### src/rtl/dii_package.sv
// Shared flit type for the debug interconnect interface (DII).
package dii_package;

  // One DII flit: valid qualifier, end-of-packet marker and 16-bit payload.
  typedef struct packed {
    logic        valid;
    logic        last;
    logic [15:0] data;
  } dii_flit;

endpackage

### src/rtl/osd_rr_arb.sv
// Combinational round-robin picker: first set bit of req at or above ptr,
// wrapping modulo N.
module osd_rr_arb #(
  parameter int N = 2
) (
  input  logic [N-1:0]         req,
  input  logic [$clog2(N)-1:0] ptr,
  output logic                 gnt_valid,
  output logic [$clog2(N)-1:0] gnt_idx
);

  localparam int IW = $clog2(N);

  int idx;

  // Scan from the farthest offset down so the closest requester to ptr wins.
  always_comb begin
    gnt_valid = 1'b0;
    gnt_idx   = '0;
    idx       = 0;
    for (int i = N - 1; i >= 0; i--) begin
      idx = (int'(ptr) + i) % N;
      if (req[IW'(idx)]) begin
        gnt_valid = 1'b1;
        gnt_idx   = IW'(idx);
      end
    end
  end

endmodule

### src/rtl/osd_dii_pkt_arbiter.sv
// Packet-granular round-robin merge of N DII flit streams into one
// registered output stream.
//
// Handshake: a flit moves across an interface in a cycle where its valid
// and the matching ready are both high at the rising clock edge. Ready
// never depends on the requester's own valid, only on grant/ownership and
// on whether the output register can take a flit this cycle.
module osd_dii_pkt_arbiter
  import dii_package::*;
#(
  parameter int N = 2
) (
  input  logic                 clk,
  input  logic                 rst,
  input  dii_flit [N-1:0]      debug_in,
  output logic [N-1:0]         debug_in_ready,
  output dii_flit              debug_out,
  input  logic                 debug_out_ready,
  output logic [$clog2(N)-1:0] owner,
  output logic                 locked
);

  localparam int IW = $clog2(N);

  typedef enum logic {
    IDLE = 1'b0,
    LOCK = 1'b1
  } state_t;

  state_t        state;
  state_t        state_nxt;
  logic [IW-1:0] rr_ptr;
  logic [IW-1:0] owner_q;
  dii_flit       out_q;

  logic [N-1:0]  req;
  logic          gnt_valid;
  logic [IW-1:0] gnt_idx;
  logic          sel_en;
  logic [IW-1:0] sel_idx;
  logic [IW-1:0] sel_idx_inc;
  dii_flit       sel_flit;
  logic          can_take;
  logic          accept;

  // Request vector for the round-robin picker.
  always_comb begin
    req = '0;
    for (int i = 0; i < N; i++) begin
      req[i] = debug_in[i].valid;
    end
  end

  osd_rr_arb #(.N(N)) u_rr_arb (
    .req       (req),
    .ptr       (rr_ptr),
    .gnt_valid (gnt_valid),
    .gnt_idx   (gnt_idx)
  );

  // Pick the active requester: the owner while locked, else the fresh grant.
  always_comb begin
    sel_en      = 1'b0;
    sel_idx     = '0;
    sel_flit    = '0;
    sel_idx_inc = '0;
    if (state == LOCK) begin
      sel_en  = 1'b1;
      sel_idx = owner_q;
    end else begin
      sel_en  = gnt_valid;
      sel_idx = gnt_idx;
    end
    sel_flit    = debug_in[sel_idx];
    sel_idx_inc = (sel_idx == IW'(N - 1)) ? '0 : sel_idx + IW'(1);
  end

  // Output register can take a flit when empty or being drained this cycle.
  // Reset gates ready so nothing is offered while the block is held in reset.
  always_comb begin
    debug_in_ready = '0;
    can_take       = !out_q.valid || debug_out_ready;
    accept         = 1'b0;
    if (rst && sel_en && can_take) begin
      debug_in_ready[sel_idx] = 1'b1;
      accept                  = sel_flit.valid;
    end
  end

  // Arbiter state register.
  always_ff @(posedge clk or negedge rst) begin
    if (!rst) begin
      state <= IDLE;
    end else begin
      state <= state_nxt;
    end
  end

  // Lock on the first flit of a multi-flit packet, release on its last flit.
  always_comb begin
    state_nxt = state;
    case (state)
      IDLE:    if (accept && !sel_flit.last) state_nxt = LOCK;
      LOCK:    if (accept && sel_flit.last)  state_nxt = IDLE;
      default: state_nxt = IDLE;
    endcase
  end

  // Round-robin pointer moves only past a completed packet; owner latches at lock.
  always_ff @(posedge clk or negedge rst) begin
    if (!rst) begin
      rr_ptr  <= '0;
      owner_q <= '0;
    end else begin
      if (accept && sel_flit.last) begin
        rr_ptr <= sel_idx_inc;
      end
      if (state == IDLE && accept && !sel_flit.last) begin
        owner_q <= gnt_idx;
      end
    end
  end

  // Output register: load on accept, clear valid on drain, otherwise hold.
  always_ff @(posedge clk or negedge rst) begin
    if (!rst) begin
      out_q <= '0;
    end else if (accept) begin
      out_q       <= sel_flit;
      out_q.valid <= 1'b1;
    end else if (debug_out_ready) begin
      out_q.valid <= 1'b0;
    end
  end

  assign debug_out = out_q;
  assign owner     = owner_q;
  assign locked    = (state == LOCK);

endmodule

### config.mk
export PLATFORM = sky130hd
export DESIGN_NAME = osd_dii_pkt_arbiter
export DESIGN_NICKNAME = d
export VERILOG_FILES = /design/src/rtl/dii_package.sv /design/src/rtl/osd_rr_arb.sv /design/src/rtl/osd_dii_pkt_arbiter.sv
export SDC_FILE = /design/constraint.sdc
export NUM_CORES = 1
export LEC_CHECK = 0
export ABC_AREA = 1
export CELL_PAD_IN_SITES_DETAIL_PLACEMENT = 0
export CELL_PAD_IN_SITES_GLOBAL_PLACEMENT = 1
export CORE_ASPECT_RATIO = 1.75
export CORE_MARGIN = 4
export CORE_UTILIZATION = 28
export CTS_BUF_LIST = sky130_fd_sc_hd__clkbuf_16
export DETAILED_ROUTE_END_ITERATION = 6
export PLACE_DENSITY = 0.95
export SLEW_MARGIN = 25
export SYNTH_ARGS = -nofsm -noshare
export SYNTH_HDL_FRONTEND = slang
export SYNTH_SLANG_ARGS = --single-unit
### constraint.sdc
create_clock -name clk -period 1.98 [get_ports clk]
set_input_delay 0.198 -clock clk [delete_from_list [all_inputs] [get_ports clk]]
set_output_delay 0.198 -clock clk [all_outputs]
set_load 0.03 [all_outputs]
==> results of run 1 <==
-- cell families after synthesis --
| kind of cell | synth area share [%] |
|---|---|
| simple gates | 47.0 |
| buf+inv | 7.32 |
| compound gates | 0.430 |
| flops | 45.2 |
-- worst paths after layout --
check | start | to | slack (ns) | cells past startpoint
setup / recovery | flip-flop | locked | 0.38 | 1
hold / removal | rst | debug_out[17]$_DFFE_PN0P_ | 0.34 | 2
setup reg to reg | flip-flop | debug_out[8]$_DFFE_PN0P_ | 0.58 | 8
hold reg to reg | debug_out[2]$_DFFE_PN0P_ | debug_out[2]$_DFFE_PN0P_ | 0.48 | 2
max in group asynchronous | rst | debug_out[3]$_DFFE_PN0P_ | 1.42 | 2
min in group clk | debug_out[2]$_DFFE_PN0P_ | debug_out[2]$_DFFE_PN0P_ | 0.48 | 2
-- registers in the layout, summed over array words and instances, names as in the netlist, named ones only --
name       flops
rr_ptr         1
debug_out     18
owner          1
-- stage by stage --
stage	instances	area [um^2]
detailed placement	272	1800
global route	276	1880
CTS	276	1880
floorplan	165	1160
finish	276	1880
global placement	272	1800
-- cell type report --
class	count	area, um^2
clock buffers	3	75.1
clock inverters	1	5.00
repair buffers	64	626
flip-flops and latches	21	526
fillers	414	2060
inverters	9	36.3
well taps	48	60.1
multi-input cells	130	552
-- power by group through the flow --
stage               logic (uW)  registers [uW]  clock network [uW]
CTS                       1730             767                 430
detailed placement        1730             768                   0
floorplan                  727            1140                   0
global route              1860             800                 454
finish                    1700             765                 418
global placement          1710             770                   0
-- placed cells by master, fill, tap and decap left out --
cell type,count
clkbuf_16,3
inv_4,1
clkinv_2,1
nor2_2,1
nand2_1,110
nand2_4,1
nand3_2,2
nand2_2,4
nor2_8,1
a21oi_1,1
nor2_1,4
inv_2,2
buf_4,6
dfrtp_1,21
inv_1,6
nand3_1,5
nor2_4,1
clkdlybuf4s50_1,58
-- per-layer routing --
metal,up-vias,track usage (%),wire (um)
met4,0,4.55,37
met5,-,0,0
li1,616,-,-
met1,511,13.0,1140
met3,2,0.967,113
met2,27,23.0,1780
==> out/results.txt, run 1 <==
Status = finished clean
Largest net degree at the start of global routing = 22
Commonest cells post-synth = 110 x nand2_1, 21 x dfrtp_1, 6 x inv_1
EDFF count, synth = 0
Seq/Total Area, Yosys = 45.2%
GRT overflow = 0
Post-synth top area cell = dfrtp_1
Worst-Margin Slew = 0.351 ns
Peak supply drop = 0.000963 V
Worst path top cell family by delay = buffers and inverters
Setup TNS = 0 ns
P_sw = 1320 uW
Final #Nets = 268
IO Pins = 61
Clock power share = 14.5%
Vias in the first global route = 1130
Initial DRC count = 17
Root buffer cell = clkbuf_16
Cell count after synthesis = 165
Yosys top cell area share = 45.2%
WS Path Type = reg2out
Worst path max stage delay = 0.71 ns
Pre-CTS WS = 0.329 ns
Cell variety after synth = 17
Async set or reset register ratio after synthesis = 100%
Type of origin of the critical path = flip-flop
Post-CTS Hold Fix Bufs = 0
Final Slew Violations = 0
Global-route wire length before repair = 4980 um
Most used DFF post-synth = dfrtp_1
Cts repair resizes = 0
Core Box Area = 3940 um^2
Setup bufs post-CTS = 0
RSZ-0062 raised after global routing = false
Sequence of cells on the critical path = clkdlybuf4s50_1
Die area = 5290 um^2
Reg power frac = 26.5%
Die X = 56.7 um
Headroom to the max-slew limit = 76.5%
Gr usage total = 11.9%
Syn-to-layout area delta = 61.7%
Most frequent cell after synthesis = nand2_1
PD cells = 1530 nW/um^2
Via count = 1156
First-pass DRT Iterations = 4
Drc violations = 0
Worst path slowest cell = clkdlybuf4s50_1
Clock-pin slew on the worst setup and hold paths = 0.06 ns
Final Skew = 0.00220 ns
HPWL after DPL = 2410 um
Detail Route Antenna Nets = 0
CTS Buffer Depth = 2
Final setup violation count = 0
CTS tree = built
Antenna cells = 0
CTS Sinks = 21
CP arrival = 1.40 ns
WL/cell = 11.1 um
Synth area leaders = dfrtp_1 45%, nand2_1 36%, nand2_2 2.2%
Row count = 30
Share of cells above drive strength 1 = 10.1%
Post-layout min period = 1.60 ns
Flops & latches, synth = 21
CTS buffer count = 3
Maximum clock frequency = 0.626 GHz
Clock Latency Late Sink = 0.25 ns
MaxCap Viol Count = 0
WL final = 3060 um
Gate power share = 58.9%
Min Hold Slack = 0.338 ns
Setup crit end kind = primary output
Ys Warns = 0
Tcrit/Tclk final = 80.7%
Switching Share = 45.8%
GPL Wtd Cong = 0.811
P_int = 1560 uW
Port Buffer Count = 60
DIE HEIGHT = 93.2 um
Vias/cell = 4.19
Hold Violations, Final = 0
Mapped Area = 1160 um^2
LEAKAGE = 0.000976 uW
Total Power = 2880 uW
Mapped Nets = 204
Required @ worst endpoint = 1.78 ns
Initial core utilization = 29.5%
H-tree Lvls = 1
Worst path bufs/invs = 1
Initial antenna violation count = 0
CP max FO = 6
Hold WC Path Type = in2async
Syn avg cell area = 7.04 um^2
Final worst-path setup slack = 0.382 ns
End-of-flow core utilization = 47.7%
Note: power is estimated with default switching activity, not from simulation.
==> inputs of run 2 (changes only) <==
Settings changed: CORE_UTILIZATION 28 to 26, PLACE_DENSITY 0.95 to 0.9.
Clock period 1.98 ns to 1.55 ns, I/O delays scaled along.
==> out/results.txt, run 2 (same netlist as run 1, synthesis figures left out) <==
Clock Latency Late Sink = 0.25 ns
CTS Sinks = 21
Clock-pin slew on the worst setup and hold paths = 0.05 ns
DIE HEIGHT = 96.5 um
M2 GR Usage = 25.1%
# fillers = 456
Die X = 58.5 um
Via count = 1242
Status = finished clean
GPL Wtd Cong = 0.859
Final Slew Violations = 0
Gr usage total = 12.9%
Headroom to the max-slew limit = 75.2%
Hold WC Path Type = in2async
Core Box Area = 4230 um^2
WL final = 3470 um
Drc violations = 0
GRT overflow = 0
Setup crit end kind = primary output
Share of cells above drive strength 1 = 13.7%
CP arrival = 1.35 ns
Final #Nets = 274
Largest net degree at the start of global routing = 22
CP max FO = 18
Vias in the first global route = 1172
WS Path Type = reg2out
Most frequent cells in the layout = 110 x nand2_1, 57 x clkdlybuf4s50_1, 20 x dfrtp_1
Worst-Margin Slew = 0.370 ns
Final setup violation count = 0
PD cells = 1980 nW/um^2
Post-layout min period = 1.50 ns
Syn-to-layout area delta = 70.5%
Final Skew = 0.00140 ns
Global-route wire length before repair = 5510 um
Initial antenna violation count = 0
Row count = 31
Port Buffer Count = 60
Antenna cells = 0
Root buffer cell = clkbuf_16
Initial DRC count = 18
IO Pins = 61
First-pass DRT Iterations = 4
Total Power = 3930 uW
CTS tree = built
Busiest grt layer = met2
Detail Route Antenna Nets = 0
Type of origin of the critical path = flip-flop
CTS buffer count = 3
Hold Violations, Final = 0
Max FFs per register = 18
MaxCap Viol Count = 0
Met1 Use GR = 13.5%
Peak supply drop = 0.000899 V
Tcrit/Tclk final = 97.0%
Maximum clock frequency = 0.665 GHz
LEAKAGE = 0.00102 uW
RSZ-0062 raised after global routing = true
Pre-CTS WS = 0.0434 ns
Post-CTS Hold Fix Bufs = 0
Initial core utilization = 27.5%
Required @ worst endpoint = 1.39 ns
Die area = 5650 um^2
HPWL after DPL = 2820 um
H-tree Lvls = 1
Final worst-path setup slack = 0.0458 ns
Commonest non-fill, non-tap cell in the layout = nand2_1
Met3 Use GR = 1.20%
Vias/cell = 4.39
WL/cell = 12.3 um
CTS Buffer Depth = 2
-- run 2: worst max-delay path, stage by stage (launching register included) --
cell,delay (ns)
dfrtp_2,0.44
inv_2,0.10
nand3_4,0.09
nand2_4,0.12
inv_6,0.08
nor2_2,0.12
buf_6,0.14
-- run 2: what timing repair did --
item / in CTS / in global routing
pin swaps: 1 / 1
setup endpoints to repair: 3 / 2
setup buffers: 1 / 2
resized for setup: 3 / 2
-- run 2: stage by stage --
step | util [%] | cells | hold WS, ns | cell area, um^2 | setup TNS [ns]
after global placement | 44.1 | 276 | 0.461 | 1870 | 0
after detailed placement | 44.1 | 276 | 0.464 | 1870 | 0
after global routing | 46.9 | 283 | 0.370 | 1980 | -0.0126
final | 46.9 | 283 | 0.333 | 1980 | 0
after floorplan | - | 165 | -0.141 | 1170 | 0
after CTS | 46.3 | 281 | 0.343 | 1960 | 0
-- run 2: layout make-up --
| class | instances | area, um^2 | share of cell area, % |
|---|---|---|---|
| Clock buffer | 3 | 75.1 | 3.79 |
| Clock inverter | 1 | 5.00 | 0.253 |
| Inverter | 9 | 38.8 | 1.96 |
| Multi-Input combinational cell | 130 | 564 | 28.5 |
| Sequential cell | 21 | 527 | 26.6 |
| Tap cell | 49 | 61.3 | 3.09 |
| Timing Repair Buffer | 70 | 711 | 35.9 |
-- run 2: path summary, 6_finish.rpt --
kind / start / endpoint / slack [ns] / depth (start not counted)
worst max register to register: flip-flop / rr_ptr$_DFFE_PN0P_ / 0.14 / 9
min in group clk: debug_out[1]$_DFFE_PN0P_ / debug_out[1]$_DFFE_PN0P_ / 0.48 / 2
worst min register to register: debug_out[1]$_DFFE_PN0P_ / debug_out[1]$_DFFE_PN0P_ / 0.48 / 2
max in group asynchronous: rst / asynchronous set/reset pin / 0.99 / 2
worst max-delay path: flip-flop / debug_in_ready[1] / 0.05 / 6
worst min-delay path: rst / debug_out[4]$_DFFE_PN0P_ / 0.33 / 2
-- run 2: power breakdown --
part | switching [uW] | internal (uW) | leakage (uW)
clock network | 182 | 346 | 0.0000409
registers | 178 | 811 | 0.000260
logic | 1420 | 993 | 0.000720
total | 1780 | 2150 | 0.00102
-- run 2: routing by layer --
layer  vias up  part of all wire, %
met4         0                  2.0
met5         -                    0
li1        634                    -
met2        28                   59
met3         5                  4.1
met1       575                   35
